[config.mk]
export PLATFORM = sky130hd
export DESIGN_NAME = vga_frame_reader
export DESIGN_NICKNAME = d
export VERILOG_FILES = /design/src/rtl/vga_frame_reader.sv
export SDC_FILE = /design/constraint.sdc
export NUM_CORES = 1
export LEC_CHECK = 0
export BUFFER_PORTS_ARGS = -buffer_cell sky130_fd_sc_hd__buf_2
export CORE_MARGIN = 5
export CORE_UTILIZATION = 41
export CTS_BUF_LIST = sky130_fd_sc_hd__clkbuf_8
export CTS_CLUSTER_DIAMETER = 100
export CTS_CLUSTER_SIZE = 14
export DETAILED_ROUTE_END_ITERATION = 8
export PLACE_DENSITY_LB_ADDON = 0.12
export SYNTH_ARGS = -nofsm -noshare
export SYNTH_HDL_FRONTEND = slang
export SYNTH_SLANG_ARGS = --single-unit
[constraint.sdc]
create_clock -name vga_clk -period 5.72 [get_ports vga_clk]
set_input_delay 0.572 -clock vga_clk [delete_from_list [all_inputs] [get_ports vga_clk]]
set_output_delay 0.572 -clock vga_clk [all_outputs]
set_load 0.05 [all_outputs]
[src/rtl/vga_frame_reader.sv]
`default_nettype none
// ============================================================================
// vga_frame_reader : raster timing, frame-RAM read addressing and pin realign
// Revision: 1.0
// ============================================================================
module vga_frame_reader #(
  parameter int H_ACTIVE    = 640,
  parameter int H_FP        = 16,
  parameter int H_SYNC      = 96,
  parameter int H_BP        = 48,
  parameter int V_ACTIVE    = 480,
  parameter int V_FP        = 10,
  parameter int V_SYNC      = 2,
  parameter int V_BP        = 33,
  parameter int COLOR_DEPTH = 8,
  parameter int ADDR_WIDTH  = 19,
  parameter int RD_LATENCY  = 2
) (
  input  logic                       vga_clk,
  input  logic                       reset,
  input  logic                       enable,
  output logic [ADDR_WIDTH-1:0]      rd_addr,
  output logic                       rd_en,
  input  logic [3*COLOR_DEPTH-1:0]   rd_data,
  output logic [COLOR_DEPTH-1:0]     vga_r,
  output logic [COLOR_DEPTH-1:0]     vga_g,
  output logic [COLOR_DEPTH-1:0]     vga_b,
  output logic                       vga_hs,
  output logic                       vga_vs,
  output logic                       vga_blank_n,
  output logic                       vga_sync_n,
  output logic                       frame_start
);

  localparam int H_TOTAL = H_ACTIVE + H_FP + H_SYNC + H_BP;
  localparam int V_TOTAL = V_ACTIVE + V_FP + V_SYNC + V_BP;
  localparam int H_W     = $clog2(H_TOTAL);
  localparam int V_W     = $clog2(V_TOTAL);

  localparam logic [H_W-1:0] H_LAST = H_W'(H_TOTAL - 1);
  localparam logic [H_W-1:0] H_ACT  = H_W'(H_ACTIVE);
  localparam logic [H_W-1:0] HS_BEG = H_W'(H_ACTIVE + H_FP);
  localparam logic [H_W-1:0] HS_END = H_W'(H_ACTIVE + H_FP + H_SYNC - 1);
  localparam logic [V_W-1:0] V_LAST = V_W'(V_TOTAL - 1);
  localparam logic [V_W-1:0] V_ACT  = V_W'(V_ACTIVE);
  localparam logic [V_W-1:0] VS_BEG = V_W'(V_ACTIVE + V_FP);
  localparam logic [V_W-1:0] VS_END = V_W'(V_ACTIVE + V_FP + V_SYNC - 1);

  // Delay-line word layout {frame_start, vs, hs, active}; idle = syncs high.
  localparam logic [3:0] DL_IDLE = 4'b0110;

  logic [H_W-1:0]               h_cnt_q, h_cnt_d;
  logic [V_W-1:0]               v_cnt_q, v_cnt_d;
  logic [ADDR_WIDTH-1:0]        pix_addr_q, pix_addr_d;
  logic [3:0]                   dl_q [RD_LATENCY];
  logic [3:0]                   dl_d [RD_LATENCY];
  logic [3*COLOR_DEPTH-1:0]     rgb_q, rgb_d;
  logic                         hs_q, hs_d;
  logic                         vs_q, vs_d;
  logic                         blank_n_q, blank_n_d;
  logic                         fs_q, fs_d;

  logic                         active0;
  logic                         hs0;
  logic                         vs0;
  logic                         fs0;
  logic                         h_wrap;
  logic                         frame_end;

  always_comb begin
    h_wrap    = (h_cnt_q == H_LAST);
    frame_end = h_wrap && (v_cnt_q == V_LAST);
    active0   = enable && (h_cnt_q < H_ACT) && (v_cnt_q < V_ACT);
    hs0       = ~(enable && (h_cnt_q >= HS_BEG) && (h_cnt_q <= HS_END));
    vs0       = ~(enable && (v_cnt_q >= VS_BEG) && (v_cnt_q <= VS_END));
    fs0       = enable && (h_cnt_q == '0) && (v_cnt_q == '0);
  end

  always_comb begin
    h_cnt_d = h_cnt_q;
    v_cnt_d = v_cnt_q;
    if (!enable) begin
      h_cnt_d = '0;
      v_cnt_d = '0;
    end else if (h_wrap) begin
      h_cnt_d = '0;
      v_cnt_d = (v_cnt_q == V_LAST) ? '0 : v_cnt_q + V_W'(1);
    end else begin
      h_cnt_d = h_cnt_q + H_W'(1);
    end
  end

  // Linear address advances only on visible pixels, so it equals v*H_ACTIVE+h.
  always_comb begin
    pix_addr_d = pix_addr_q;
    if (!enable || frame_end) begin
      pix_addr_d = '0;
    end else if (active0) begin
      pix_addr_d = pix_addr_q + ADDR_WIDTH'(1);
    end
  end

  always_comb begin
    dl_d[0] = {fs0, vs0, hs0, active0};
    for (int i = 1; i < RD_LATENCY; i++) begin
      dl_d[i] = dl_q[i-1];
    end
  end

  always_comb begin
    rgb_d     = dl_q[RD_LATENCY-1][0] ? rd_data : '0;
    blank_n_d = dl_q[RD_LATENCY-1][0];
    hs_d      = dl_q[RD_LATENCY-1][1];
    vs_d      = dl_q[RD_LATENCY-1][2];
    fs_d      = dl_q[RD_LATENCY-1][3];
  end

  always_ff @(posedge vga_clk or posedge reset) begin
    if (reset) begin
      h_cnt_q    <= '0;
      v_cnt_q    <= '0;
      pix_addr_q <= '0;
      for (int i = 0; i < RD_LATENCY; i++) begin
        dl_q[i] <= DL_IDLE;
      end
      rgb_q      <= '0;
      hs_q       <= 1'b1;
      vs_q       <= 1'b1;
      blank_n_q  <= 1'b0;
      fs_q       <= 1'b0;
    end else begin
      h_cnt_q    <= h_cnt_d;
      v_cnt_q    <= v_cnt_d;
      pix_addr_q <= pix_addr_d;
      for (int i = 0; i < RD_LATENCY; i++) begin
        dl_q[i] <= dl_d[i];
      end
      rgb_q      <= rgb_d;
      hs_q       <= hs_d;
      vs_q       <= vs_d;
      blank_n_q  <= blank_n_d;
      fs_q       <= fs_d;
    end
  end

  assign rd_addr     = pix_addr_q;
  assign rd_en       = active0 & ~reset;
  assign vga_r       = rgb_q[3*COLOR_DEPTH-1:2*COLOR_DEPTH];
  assign vga_g       = rgb_q[2*COLOR_DEPTH-1:COLOR_DEPTH];
  assign vga_b       = rgb_q[COLOR_DEPTH-1:0];
  assign vga_hs      = hs_q;
  assign vga_vs      = vs_q;
  assign vga_blank_n = blank_n_q;
  assign vga_sync_n  = 1'b0;
  assign frame_start = fs_q;

endmodule
`default_nettype wire

==> impl_metrics.xml, run 1 <==
<?xml version="1.0" encoding="UTF-8"?>
<metrics>
  <group name="clock_tree">
    <metric name="tritoncts_num_sinks" unit="">75</metric>
    <metric name="ctsLongestPathBuffers" unit="">2</metric>
    <metric name="holdBufCountCts" unit="">0</metric>
    <metric name="clock_transition_at_the_registers_of_the_reported_paths" unit="ns">0.08</metric>
    <metric name="cts_repair_resize_count" unit="">0</metric>
    <metric name="htree_num_levels" unit="">3</metric>
    <metric name="cts_made_buffers" unit="">9</metric>
    <metric name="clk_latency" unit="ns">0.34</metric>
    <metric name="cts_setup_buffers" unit="">0</metric>
    <metric name="buffer_type_at_the_clock_tree_root" unit="">sky130_fd_sc_hd__clkbuf_8</metric>
    <metric name="tritoncts" unit="">yes</metric>
  </group>
  <group name="floorplan">
    <metric name="floorplan.die_area" unit="mm2">0.009506</metric>
    <metric name="floorplan.initialDensity" unit="">0.4127</metric>
    <metric name="dieWidth" unit="um">97.50</metric>
    <metric name="std_cell_rows" unit="">32</metric>
    <metric name="io_pins" unit="">76</metric>
    <metric name="die_h" unit="um">97.50</metric>
    <metric name="core" unit="mm2">0.007607</metric>
  </group>
  <group name="placed_design">
    <metric name="dpl.hpwl" unit="um">4332</metric>
    <metric name="place.port_buffers" unit="">74</metric>
    <metric name="placedInstanceArea" unit="mm2">0.003617</metric>
    <metric name="gp_congestion" unit="">0.8074</metric>
  </group>
  <group name="drt">
    <metric name="drc" unit="">0</metric>
    <metric name="detail_route.first_pass.iterations" unit="">4</metric>
    <metric name="post_detailed_route_count_of_antenna_violating_nets" unit="">0</metric>
    <metric name="routed_wl_met2" unit="um">2915</metric>
    <metric name="viasPerCell" unit="">4.819</metric>
    <metric name="wl_cell" unit="um">13.70</metric>
    <metric name="total_via_count_after_detailed_routing" unit="">2260</metric>
    <metric name="highest_layer" unit="">met4</metric>
    <metric name="met3_length" unit="um">427</metric>
    <metric name="post_route_wl" unit="um">6425</metric>
    <metric name="met1_length" unit="um">2983</metric>
    <metric name="drt-initial-drc-count" unit="">42</metric>
  </group>
  <group name="logic_synthesis">
    <metric name="synth_largest_type_area_fraction" unit="">0.5500</metric>
    <metric name="ff_latch_count_synth" unit="">75</metric>
    <metric name="synth_area" unit="mm2">0.003139</metric>
    <metric name="synth-seq-area-share" unit="">0.6002</metric>
    <metric name="biggest_area_contributors_in_the_synthesized_netlist" unit="">sky130_fd_sc_hd__dfrtp_1, sky130_fd_sc_hd__xor2_1, sky130_fd_sc_hd__dfstp_2, sky130_fd_sc_hd__nor2_1, sky130_fd_sc_hd__and2_1</metric>
    <metric name="post_synthesis_instance_total" unit="">282</metric>
    <metric name="synth.lib_cells_used.distinct" unit="">33</metric>
    <metric name="synthesis.nets" unit="">314</metric>
    <metric name="yosysWarningCount" unit="">0</metric>
    <metric name="postSynthAreaPerCell" unit="um2">11.13</metric>
    <metric name="synth_area_leader_cell" unit="">sky130_fd_sc_hd__dfrtp_1</metric>
  </group>
  <group name="global_route">
    <metric name="first_pass_grt_wire_length" unit="um">10910</metric>
    <metric name="grt_max_degree" unit="">76</metric>
    <metric name="number_of_antenna_violations_at_the_first_check_in_global_routing" unit="">0</metric>
    <metric name="grt.total_usage" unit="">0.1406</metric>
    <metric name="first_global_vias" unit="">2261</metric>
    <metric name="overflow" unit="">0</metric>
  </group>
  <group name="worst_setup_path">
    <metric name="timing.critical_path.from_type" unit="">flop</metric>
    <metric name="cp_data_required_time" unit="ns">5.15</metric>
    <metric name="critical_path_arrival" unit="ns">1.95</metric>
    <metric name="crit_fanout" unit="">7</metric>
    <metric name="end_kind" unit="">primary output</metric>
    <metric name="path_class" unit="">flop to primary output</metric>
  </group>
  <group name="finish">
    <metric name="fraction_of_layout_cells_with_a_size_suffix_above_1" unit="">0.2807</metric>
    <metric name="num-nets-final" unit="">394</metric>
    <metric name="layout.area.seq" unit="mm2">0.001884</metric>
    <metric name="fill_cells" unit="">708</metric>
    <metric name="syn2layout_area_growth" unit="%">23.83</metric>
    <metric name="finish.instance_area" unit="mm2">0.003887</metric>
    <metric name="n_antenna_cell" unit="">0</metric>
    <metric name="multi_input_comb_area" unit="mm2">0.001179</metric>
  </group>
  <group name="power_and_ir_drop">
    <metric name="vdd.ir_drop.worst" unit="V">0.0001290</metric>
    <metric name="p_total" unit="mW">1.197</metric>
    <metric name="power.density_cell_area" unit="mW/mm2">308.0</metric>
    <metric name="total_leakage_power" unit="nW">1.892</metric>
  </group>
  <group name="timing">
    <metric name="timing.fmax" unit="MHz">396.9</metric>
    <metric name="tightest_pin_transition" unit="ns">0.9193</metric>
    <metric name="timing_max_transition_violations_final" unit="">0</metric>
    <metric name="tns_setup" unit="ns">0</metric>
    <metric name="layout_min_cycle_time" unit="ns">2.520</metric>
    <metric name="report.final.hold_viol_count" unit="">0</metric>
    <metric name="grt_setup_unrepaired" unit="">no</metric>
    <metric name="skew" unit="ns">0.007556</metric>
    <metric name="final-setup-viol-count" unit="">0</metric>
    <metric name="maxSlewHeadroom" unit="">0.3871</metric>
    <metric name="period_share" unit="">0.4405</metric>
  </group>
  <group name="run_status">
    <metric name="run_status" unit="">finished clean</metric>
  </group>
  <group name="flow_run">
    <metric name="drv_cap" unit="">0</metric>
  </group>
  <group name="min_path">
    <metric name="hold_path_class" unit="">flop to flop</metric>
  </group>
</metrics>
[flip-flops by register name, summed over array words and instances (netlist names)]
register and cells:
blank_n_d 1, dl_d 4, dl_q 3, frame_start 1, h_cnt_q 10, rd_addr 19, rgb_q 24, v_cnt_q 10
vga_blank_n 1, vga_hs 1, vga_vs 1
[kinds of logic (layout without fill, tap and decap cells)]
kind of cell | Yosys count | in the layout | share of synthesized area
flip-flops | 75 | 75 | 0.6002
AO/OA/AOI/OAI | 9 | 9 | 0.01993
adder cells (fa/ha/maj) | 5 | 5 | 0.01993
buffers and inverters | 18 | 103 | 0.02431
AND/OR/NAND/NOR | 141 | 141 | 0.2423
XOR/XNOR | 33 | 33 | 0.09207
other | 1 | 1 | 0.001195
[routing by layer]
metal	up-vias	GRT usage
li1	1108	-
met1	1072	0.1770
met2	72	0.2277
met3	8	0.03518
met4	0	0.06390
met5	-	0
[cells in the mapped netlist (all sizes together)]
master and number:
clkinv 1, nand2 11, nand2b 3, nor3 5, or4 3, dfrtp 69
inv 10, o21ai 3, nor2b 1, a21oi 3, and3 5, and2 24
conb 1, nor2 41, nand3b 1, nand4b 1, or3 3, xor2 19
dfstp 6, xnor2 14, and4 3, nor4b 1, a211o 1, o21a 1
clkbuf 2, o41ai 1, nand4 15, nand3 17, nor4 7, buf 5
ha 5
[placed cells by master (no fill, tap or decap)]
cell type and instances:
sky130_fd_sc_hd__buf_2 74, sky130_fd_sc_hd__dfrtp_1 69, sky130_fd_sc_hd__nor2_1 41, sky130_fd_sc_hd__and2_1 24
sky130_fd_sc_hd__xor2_1 19, sky130_fd_sc_hd__nand3_1 17, sky130_fd_sc_hd__nand4_1 15, sky130_fd_sc_hd__xnor2_1 14
sky130_fd_sc_hd__nand2_1 11, sky130_fd_sc_hd__inv_1 9, sky130_fd_sc_hd__clkbuf_8 9, sky130_fd_sc_hd__dfstp_2 6
sky130_fd_sc_hd__nor3_1 5, sky130_fd_sc_hd__and3_1 5, sky130_fd_sc_hd__ha_1 5, sky130_fd_sc_hd__nor4_1 4
sky130_fd_sc_hd__bufinv_16 4, sky130_fd_sc_hd__nand2b_1 3, sky130_fd_sc_hd__or4_1 3, sky130_fd_sc_hd__nor4_2 3
sky130_fd_sc_hd__o21ai_0 3, sky130_fd_sc_hd__or3_1 3, sky130_fd_sc_hd__a21oi_1 3, sky130_fd_sc_hd__and4_1 3
sky130_fd_sc_hd__inv_6 3, sky130_fd_sc_hd__buf_4 2, sky130_fd_sc_hd__nand4b_1 1, sky130_fd_sc_hd__o41ai_2 1
sky130_fd_sc_hd__a211o_1 1, sky130_fd_sc_hd__nor2b_1 1, sky130_fd_sc_hd__nor4b_1 1, sky130_fd_sc_hd__o21a_1 1
sky130_fd_sc_hd__clkinv_1 1, sky130_fd_sc_hd__inv_2 1, sky130_fd_sc_hd__nand3b_1 1, sky130_fd_sc_hd__conb_1 1
[per-stage QoR]
step	std cells	hold slack, ns	setup WS [ns]	utilization
final	469	0.3526	3.200	0.5110
after global routing	469	0.3594	2.935	0.5110
after CTS	469	0.3555	3.178	0.5110
after detailed placement	453	0.3372	3.232	0.4755
after global placement	453	0.3319	3.331	0.4755
after floorplan	282	0.3312	3.248	-
[critical path, stage by stage (launching register included)]
cell,delay (ns)
sky130_fd_sc_hd__dfrtp_1,0.43
sky130_fd_sc_hd__and4_1,0.27
sky130_fd_sc_hd__or3_1,0.52
sky130_fd_sc_hd__nor2_1,0.12
sky130_fd_sc_hd__buf_2,0.27
[where the power goes]
| part | leakage [nW] | switching, mW | internal (mW) |
|---|---|---|---|
| Sequential | 0.987 | 0.00863 | 0.545 |
| Clock | 0.135 | 0.207 | 0.339 |
| Combinational | 0.770 | 0.0738 | 0.0249 |
| Total | 1.89 | 0.289 | 0.908 |
[path summary, 6_finish.rpt]
kind	startpoint	endpoint	slack [ns]	cells past startpoint
worst min register to register	dl_d[3]$_DFF_PP0_	dl_q[3]$_DFF_PP0_	0.35	0
worst min-delay path	dl_d[3]$_DFF_PP0_	dl_q[3]$_DFF_PP0_	0.35	0
min in group asynchronous	reset	rd_addr[10]$_DFFE_PP0P_	0.51	3
max in group asynchronous	reset	h_cnt_q[3]$_DFF_PP0_	4.62	3
worst max-delay path	v_cnt_q[7]$_DFFE_PP0P_	rd_en	3.20	4
worst max register to register	h_cnt_q[0]$_DFF_PP0_	rd_addr[3]$_DFFE_PP0P_	3.23	6
[layout make-up]
| type | count | area share |
|---|---|---|
| Multi-Input combinational cell | 189 | 0.3032 |
| Inverter | 11 | 0.01062 |
| Clock inverter | 7 | 0.03766 |
| Sequential cell | 75 | 0.4847 |
| Timing Repair Buffer | 76 | 0.09913 |
| Tap cell | 102 | 0.03283 |
| Clock buffer | 9 | 0.03186 |
(Power assumes the default switching activity.)
==> run 2: changes to the inputs <==
- clock period: 5.72 -> 2.5 ns (I/O delays scaled with it)
==> impl_metrics.xml, run 2 (synthesis gave the netlist of run 1 again) <==
<?xml version="1.0" encoding="UTF-8"?>
<metrics>
  <group name="run_status">
    <metric name="run_status" unit="">finished clean</metric>
  </group>
  <group name="clock_tree">
    <metric name="tritoncts" unit="">yes</metric>
    <metric name="clock_transition_at_the_registers_of_the_reported_paths" unit="ns">0.08</metric>
    <metric name="buffer_type_at_the_clock_tree_root" unit="">sky130_fd_sc_hd__clkbuf_8</metric>
    <metric name="cts_made_buffers" unit="">9</metric>
    <metric name="ctsLongestPathBuffers" unit="">2</metric>
    <metric name="htree_num_levels" unit="">3</metric>
    <metric name="tritoncts_num_sinks" unit="">75</metric>
    <metric name="cts_repair_resize_count" unit="">0</metric>
    <metric name="clk_latency" unit="ns">0.34</metric>
  </group>
  <group name="global_route">
    <metric name="number_of_antenna_violations_at_the_first_check_in_global_routing" unit="">0</metric>
    <metric name="grt_max_degree" unit="">49</metric>
    <metric name="first_global_vias" unit="">2297</metric>
    <metric name="first_pass_grt_wire_length" unit="um">10820</metric>
    <metric name="grt.total_usage" unit="">0.1387</metric>
    <metric name="overflow" unit="">0</metric>
  </group>
  <group name="timing">
    <metric name="timing.fmax" unit="MHz">453.6</metric>
    <metric name="layout_setup_ws" unit="ns">0.2954</metric>
    <metric name="tightest_pin_transition" unit="ns">0.6092</metric>
    <metric name="period_share" unit="">0.8818</metric>
    <metric name="skew" unit="ns">0.009537</metric>
    <metric name="final-setup-viol-count" unit="">0</metric>
    <metric name="tns_setup" unit="ns">0</metric>
    <metric name="layout_min_cycle_time" unit="ns">2.205</metric>
    <metric name="grt_setup_unrepaired" unit="">no</metric>
    <metric name="timing_max_transition_violations_final" unit="">0</metric>
    <metric name="maxSlewHeadroom" unit="">0.5933</metric>
    <metric name="report.final.hold_viol_count" unit="">0</metric>
  </group>
  <group name="worst_setup_path">
    <metric name="worst-r2r-cell-count" unit="">7</metric>
    <metric name="critical_path_arrival" unit="ns">1.95</metric>
    <metric name="cpLargestDelayFamily" unit="">simple AND/OR/NAND/NOR gates</metric>
    <metric name="critical_path.max_stage_delay" unit="ns">0.52</metric>
    <metric name="crit_chain" unit="">and4_1 -&gt; or3_1 -&gt; nor2_1 -&gt; buf_2</metric>
    <metric name="end_kind" unit="">primary output</metric>
    <metric name="crit_fanout" unit="">7</metric>
    <metric name="worst-path-buf-inv" unit="">1</metric>
    <metric name="crit_path_top_delay_cell" unit="">sky130_fd_sc_hd__or3_1</metric>
    <metric name="path_class" unit="">flop to primary output</metric>
    <metric name="source_of_the_worst_register_to_register_timing_path" unit="">h_cnt_q[0]$_DFF_PP0_</metric>
    <metric name="reg2reg_slack" unit="ns">0.35</metric>
    <metric name="cp_data_required_time" unit="ns">2.25</metric>
    <metric name="timing.critical_path.from_type" unit="">flop</metric>
    <metric name="crit-reg2reg-capture" unit="">v_cnt_q[4]$_DFFE_PP0P_</metric>
  </group>
  <group name="min_path">
    <metric name="whs_endpoint" unit="">rgb_q[15]$_DFF_PP0_</metric>
    <metric name="hold_depth" unit="">2</metric>
    <metric name="hold_path_class" unit="">input pin to flop</metric>
    <metric name="timing.hold.worst.start" unit="">rd_data[15]</metric>
  </group>
  <group name="power_and_ir_drop">
    <metric name="p_total" unit="mW">2.427</metric>
    <metric name="vdd.ir_drop.worst" unit="V">0.0002821</metric>
    <metric name="total_leakage_power" unit="nW">1.890</metric>
    <metric name="power.density_cell_area" unit="mW/mm2">627.5</metric>
  </group>
  <group name="flow_run">
    <metric name="drv_cap" unit="">0</metric>
  </group>
  <group name="drt">
    <metric name="drt-initial-drc-count" unit="">102</metric>
    <metric name="viasPerCell" unit="">4.816</metric>
    <metric name="post_route_wl" unit="um">6333</metric>
    <metric name="detail_route.first_pass.iterations" unit="">4</metric>
    <metric name="wl_cell" unit="um">13.36</metric>
    <metric name="post_detailed_route_count_of_antenna_violating_nets" unit="">0</metric>
    <metric name="total_via_count_after_detailed_routing" unit="">2283</metric>
    <metric name="drc" unit="">0</metric>
  </group>
  <group name="floorplan">
    <metric name="std_cell_rows" unit="">32</metric>
    <metric name="io_pins" unit="">76</metric>
    <metric name="floorplan.die_area" unit="mm2">0.009506</metric>
    <metric name="die_h" unit="um">97.50</metric>
    <metric name="floorplan.initialDensity" unit="">0.4127</metric>
    <metric name="dieWidth" unit="um">97.50</metric>
    <metric name="core" unit="mm2">0.007607</metric>
  </group>
  <group name="finish">
    <metric name="largest_register_ffs" unit="">24</metric>
    <metric name="largest-register" unit="">rgb_q</metric>
    <metric name="syn2layout_area_growth" unit="%">23.24</metric>
    <metric name="layoutNonFillerInstCount" unit="">474</metric>
    <metric name="n_antenna_cell" unit="">0</metric>
    <metric name="leading_cell_types_in_the_layout_fill_and_taps_excluded" unit="">sky130_fd_sc_hd__buf_2, sky130_fd_sc_hd__dfrtp_1, sky130_fd_sc_hd__nor2_1</metric>
    <metric name="num-nets-final" unit="">399</metric>
    <metric name="fraction_of_layout_cells_with_a_size_suffix_above_1" unit="">0.2876</metric>
    <metric name="post-route-util" unit="">0.5086</metric>
    <metric name="layout.cells.most_common" unit="">sky130_fd_sc_hd__buf_2</metric>
  </group>
  <group name="placed_design">
    <metric name="gp_congestion" unit="">0.7827</metric>
    <metric name="placement.setup.worst_slack" unit="ns">0.3880</metric>
    <metric name="dp_cells" unit="">457</metric>
    <metric name="dpl.hpwl" unit="um">4432</metric>
    <metric name="place.port_buffers" unit="">74</metric>
  </group>
</metrics>
-- run 2: per-stage QoR --
step	instance area (um2)	hold slack (ns)
global placement	3660	0.3315
detailed placement	3660	0.3364
floorplan	3139	0.3312
global route	3869	0.1093
CTS	3869	0.09933
finish	3869	0.1177
-- run 2: layer usage --
layer / vias to the layer above / track usage / share of wire
li1: 1123 / - / -
met1: 1087 / 0.1858 / 0.49
met2: 67 / 0.2109 / 0.43
met3: 6 / 0.03805 / 0.060
met4: 0 / 0.06070 / 0.013
met5: - / 0 / 0
-- run 2: report_power, final --
| group | internal [mW] | switching, mW | leakage (nW) | total, mW |
|---|---|---|---|---|
| sequential | 1.25 | 0.0195 | 0.987 | 1.27 |
| combinational | 0.0618 | 0.170 | 0.799 | 0.232 |
| clock | 0.470 | 0.460 | 0.104 | 0.930 |
-- run 2: area by class of cell --
class                   instances  area [um2]
clock buffers                   9       123.9
clock inverters                 7       75.07
fillers                       723        3739
inverters                      11       41.29
multi-input cells             189        1179
flip-flops and latches         75        1884
well taps                     102       127.6
repair buffers                 81       437.9
-- run 2: how the worst max path moves through the flow --
stage,end,from,depth (start not counted)
after floorplan,blank_n_d$_DFF_PP0_,reset,1
after global placement,v_cnt_q[3]$_DFFE_PP0P_,h_cnt_q[0]$_DFF_PP0_,7
after detailed placement,v_cnt_q[4]$_DFFE_PP0P_,h_cnt_q[0]$_DFF_PP0_,7
after CTS,rd_en,v_cnt_q[7]$_DFFE_PP0P_,4
after global routing,v_cnt_q[4]$_DFFE_PP0P_,h_cnt_q[0]$_DFF_PP0_,7
final,rd_en,v_cnt_q[6]$_DFFE_PP0P_,4
-- run 2: repair_timing --
action	4_1_cts	5_1_grt
hold endpoints to repair	19	0
hold buffers	1	0
buffers inserted	0	0
-- run 2: worst reg2reg max path, stage by stage, from the launching register on --
cell                      delay (ns)
sky130_fd_sc_hd__dfrtp_1        0.42
sky130_fd_sc_hd__ha_1           0.20
sky130_fd_sc_hd__nand3_1        0.22
sky130_fd_sc_hd__o41ai_2        0.59
sky130_fd_sc_hd__buf_4          0.25
sky130_fd_sc_hd__nand4_1        0.11
sky130_fd_sc_hd__xor2_1         0.17
sky130_fd_sc_hd__nor2_1         0.05
==> run 3: changes to the inputs <==
- ABC_AREA: not set -> 1
==> impl_metrics.xml, run 3 <==
<?xml version="1.0" encoding="UTF-8"?>
<metrics>
  <group name="clock_tree">
    <metric name="holdBufCountCts" unit="">0</metric>
    <metric name="ctsLongestPathBuffers" unit="">2</metric>
    <metric name="cts_setup_buffers" unit="">0</metric>
    <metric name="clk_latency" unit="ns">0.34</metric>
    <metric name="cts_repair_resize_count" unit="">0</metric>
    <metric name="clock_transition_at_the_registers_of_the_reported_paths" unit="ns">0.07</metric>
    <metric name="tritoncts_num_sinks" unit="">75</metric>
    <metric name="tritoncts" unit="">yes</metric>
    <metric name="cts_made_buffers" unit="">9</metric>
    <metric name="buffer_type_at_the_clock_tree_root" unit="">sky130_fd_sc_hd__clkbuf_8</metric>
    <metric name="htree_num_levels" unit="">3</metric>
  </group>
  <group name="logic_synthesis">
    <metric name="synth_largest_type_area_fraction" unit="">0.4930</metric>
    <metric name="synth_top_flop_cell" unit="">sky130_fd_sc_hd__dfrtp_1</metric>
    <metric name="synth_area" unit="mm2">0.003502</metric>
    <metric name="synth_top_family_by_area" unit="">simple AND/OR/NAND/NOR gates</metric>
    <metric name="biggest_area_contributors_in_the_synthesized_netlist" unit="">sky130_fd_sc_hd__dfrtp_1, sky130_fd_sc_hd__nand2_1, sky130_fd_sc_hd__inv_1, sky130_fd_sc_hd__nor2_1, sky130_fd_sc_hd__dfstp_2</metric>
    <metric name="synth.mux.area_fraction" unit="">0</metric>
    <metric name="synth_fa_ha_area_frac" unit="">0.01786</metric>
    <metric name="postSynth.asyncResetShare" unit="">1.000</metric>
    <metric name="synthXorXnorAreaFrac" unit="">0.007503</metric>
    <metric name="postSynthAreaPerCell" unit="um2">8.378</metric>
    <metric name="yosysWarningCount" unit="">0</metric>
    <metric name="synth-seq-area-share" unit="">0.5380</metric>
    <metric name="synth_area_leader_cell" unit="">sky130_fd_sc_hd__dfrtp_1</metric>
    <metric name="synth_enable_flop_cells" unit="">0</metric>
    <metric name="synthesis.nets" unit="">450</metric>
    <metric name="yosysMostFrequentCell" unit="">sky130_fd_sc_hd__nand2_1</metric>
    <metric name="post_synthesis_instance_total" unit="">418</metric>
    <metric name="post_synth_and_or_nand_nor_area_fraction" unit="">0.2919</metric>
    <metric name="synth.lib_cells_used.distinct" unit="">33</metric>
    <metric name="top_post_synthesis_cells_by_count" unit="">sky130_fd_sc_hd__nand2_1, sky130_fd_sc_hd__dfrtp_1, sky130_fd_sc_hd__inv_1</metric>
    <metric name="synth_area_in_compound_gates" unit="">0.04787</metric>
    <metric name="ff_latch_count_synth" unit="">75</metric>
  </group>
  <group name="drt">
    <metric name="detail_route.first_pass.iterations" unit="">5</metric>
    <metric name="wl_cell" unit="um">12.72</metric>
    <metric name="viasPerCell" unit="">4.825</metric>
    <metric name="total_via_count_after_detailed_routing" unit="">2919</metric>
    <metric name="drc" unit="">0</metric>
    <metric name="post_route_wl" unit="um">7697</metric>
    <metric name="drt-initial-drc-count" unit="">164</metric>
    <metric name="post_detailed_route_count_of_antenna_violating_nets" unit="">0</metric>
  </group>
  <group name="floorplan">
    <metric name="die_h" unit="um">102.4</metric>
    <metric name="dieWidth" unit="um">102.4</metric>
    <metric name="io_pins" unit="">76</metric>
    <metric name="floorplan.initialDensity" unit="">0.4241</metric>
    <metric name="std_cell_rows" unit="">33</metric>
    <metric name="floorplan.die_area" unit="mm2">0.01049</metric>
    <metric name="core" unit="mm2">0.008258</metric>
  </group>
  <group name="power_and_ir_drop">
    <metric name="p_total" unit="mW">2.787</metric>
    <metric name="vdd.ir_drop.worst" unit="V">0.0004381</metric>
    <metric name="p_int" unit="mW">2.107</metric>
    <metric name="total_leakage_power" unit="nW">2.289</metric>
    <metric name="power.combinational.fraction" unit="">0.104</metric>
    <metric name="netSwitchingFraction" unit="">0.2439</metric>
    <metric name="switching_power" unit="mW">0.6798</metric>
    <metric name="share_clk_of_total_power" unit="">0.437</metric>
    <metric name="power.share.sequential" unit="">0.459</metric>
    <metric name="power.density_cell_area" unit="mW/mm2">661.4</metric>
  </group>
  <group name="timing">
    <metric name="tns_setup" unit="ns">0</metric>
    <metric name="skew" unit="ns">0.007332</metric>
    <metric name="maxSlewHeadroom" unit="">0.5071</metric>
    <metric name="report.final.hold_viol_count" unit="">0</metric>
    <metric name="grt_setup_unrepaired" unit="">no</metric>
    <metric name="final-setup-viol-count" unit="">0</metric>
    <metric name="layout_min_cycle_time" unit="ns">2.131</metric>
    <metric name="timing.fmax" unit="MHz">469.4</metric>
    <metric name="tightest_pin_transition" unit="ns">0.7393</metric>
    <metric name="period_share" unit="">0.8522</metric>
    <metric name="layout_setup_ws" unit="ns">0.3694</metric>
    <metric name="timing_max_transition_violations_final" unit="">0</metric>
  </group>
  <group name="worst_setup_path">
    <metric name="worstSetupPathDepth" unit="">7</metric>
    <metric name="critical_path.max_stage_delay" unit="ns">0.44</metric>
    <metric name="worst-r2r-cell-count" unit="">8</metric>
    <metric name="cp_data_required_time" unit="ns">2.25</metric>
    <metric name="path_common_cell" unit="">sky130_fd_sc_hd__nor2_1</metric>
    <metric name="critical_path_arrival" unit="ns">1.88</metric>
    <metric name="cpLargestDelayFamily" unit="">simple AND/OR/NAND/NOR gates</metric>
    <metric name="crit_chain" unit="">inv_1 -&gt; nand2_1 -&gt; nor2_1 -&gt; nor2_4 -&gt; inv_2 -&gt; nor2_1 -&gt; buf_2</metric>
    <metric name="timing.critical_path.from" unit="">v_cnt_q[9]$_DFFE_PP0P_</metric>
    <metric name="end_kind" unit="">primary output</metric>
    <metric name="source_of_the_worst_register_to_register_timing_path" unit="">h_cnt_q[0]$_DFF_PP0_</metric>
    <metric name="timing.critical_path.from_type" unit="">flop</metric>
    <metric name="path_class" unit="">flop to primary output</metric>
    <metric name="crit_fanout" unit="">15</metric>
    <metric name="crit_path_top_delay_cell" unit="">sky130_fd_sc_hd__dfrtp_1</metric>
    <metric name="worst-path-buf-inv" unit="">3</metric>
  </group>
  <group name="placed_design">
    <metric name="placement.setup.worst_slack" unit="ns">0.4977</metric>
    <metric name="gp_congestion" unit="">0.8012</metric>
    <metric name="dpl.hpwl" unit="um">5490</metric>
    <metric name="dp_cells" unit="">589</metric>
    <metric name="place.port_buffers" unit="">74</metric>
  </group>
  <group name="finish">
    <metric name="leading_cell_types_in_the_layout_fill_and_taps_excluded" unit="">sky130_fd_sc_hd__nand2_1, sky130_fd_sc_hd__buf_2, sky130_fd_sc_hd__dfrtp_1</metric>
    <metric name="fraction_of_layout_cells_with_a_size_suffix_above_1" unit="">0.2400</metric>
    <metric name="layoutNonFillerInstCount" unit="">605</metric>
    <metric name="layout.cells.most_common" unit="">sky130_fd_sc_hd__nand2_1</metric>
    <metric name="n_antenna_cell" unit="">0</metric>
    <metric name="num-nets-final" unit="">527</metric>
    <metric name="largest-register" unit="">rgb_q</metric>
    <metric name="syn2layout_area_growth" unit="%">20.33</metric>
    <metric name="largest_register_ffs" unit="">24</metric>
  </group>
  <group name="global_route">
    <metric name="number_of_antenna_violations_at_the_first_check_in_global_routing" unit="">0</metric>
    <metric name="grt.total_usage" unit="">0.1521</metric>
    <metric name="first_pass_grt_wire_length" unit="um">12750</metric>
    <metric name="overflow" unit="">0</metric>
    <metric name="first_global_vias" unit="">2756</metric>
    <metric name="grt_max_degree" unit="">76</metric>
  </group>
  <group name="run_status">
    <metric name="run_status" unit="">finished clean</metric>
  </group>
  <group name="min_path">
    <metric name="hold_path_class" unit="">input pin to async pin</metric>
  </group>
  <group name="flow_run">
    <metric name="drv_cap" unit="">0</metric>
  </group>
</metrics>
## run 3: changes by cell type after synthesis, sizes merged, moves of 4 or more
cell and delta:
and3 -4, nand2 +90, nor4 -5, xnor2 -13, o21ai +8, inv +57
nand3 +14, a21oi +12, xor2 -17, nor3 +7, and2 -23, nor2 +22
## run 3: final timing paths
kind	end	slack [ns]
max	rd_en	0.37
min	rd_addr[4]$_DFFE_PP0P_	0.0002
max reg2reg	rd_addr[11]$_DFFE_PP0P_	0.49
min reg2reg	dl_q[3]$_DFF_PP0_	0.35
max in group asynchronous	dl_q[1]$_DFF_PP1_	2.16
min in group vga_clk	rgb_q[12]$_DFF_PP0_	0.09
## run 3: cell families after synthesis
logic type / after synthesis
compound gates: 30
fa+ha+maj: 5
flops: 75
other cells: 1
xor+xnor: 3
buf+inv: 77
simple gates: 227
## run 3: worst min-delay path: cells and delay by family
kind	cells	cell delay, ns
buf+inv	3	0.50
## run 3: final cells by class
type | instances | area, um2
clock buffer | 10 | 137.6
clock inverter | 6 | 128.9
inverter | 67 | 251.5
tap | 105 | 131.4
fill | 809 | 4044
sequential | 75 | 1884
timing repair buffer | 76 | 397.9
multi-input combinational | 266 | 1282
## run 3: layer usage
| metal | up-vias | track usage | share of wire | wire length (um) |
|---|---|---|---|---|
| li1 | 1464 | - | - | - |
| met1 | 1364 | 0.2194 | 0.48 | 3699 |
| met2 | 82 | 0.2234 | 0.43 | 3340 |
| met3 | 9 | 0.03413 | 0.074 | 571 |
| met4 | 0 | 0.05752 | 0.011 | 85 |
| met5 | - | 0 | 0 | 0 |
## run 3: power by group through the flow
stage	Combinational (mW)	Sequential, mW	Clock, mW
floorplan	0.108	1.41	0
global placement	0.294	1.30	0
detailed placement	0.294	1.30	0
CTS	0.295	1.28	1.25
global route	0.317	1.29	1.30
finish	0.290	1.28	1.22
## run 3: through the flow
step / hold slack [ns] / util / instance area [um2]
2_1_floorplan: 0.3312 / - / 3502
3_3_place_gp: 0.3329 / 0.4780 / 3948
3_5_place_dp: 0.3347 / 0.4780 / 3948
4_1_cts: 0.009529 / 0.5103 / 4214
5_1_grt: 0.04012 / 0.5103 / 4214
6_report: 0.0001637 / 0.5103 / 4214
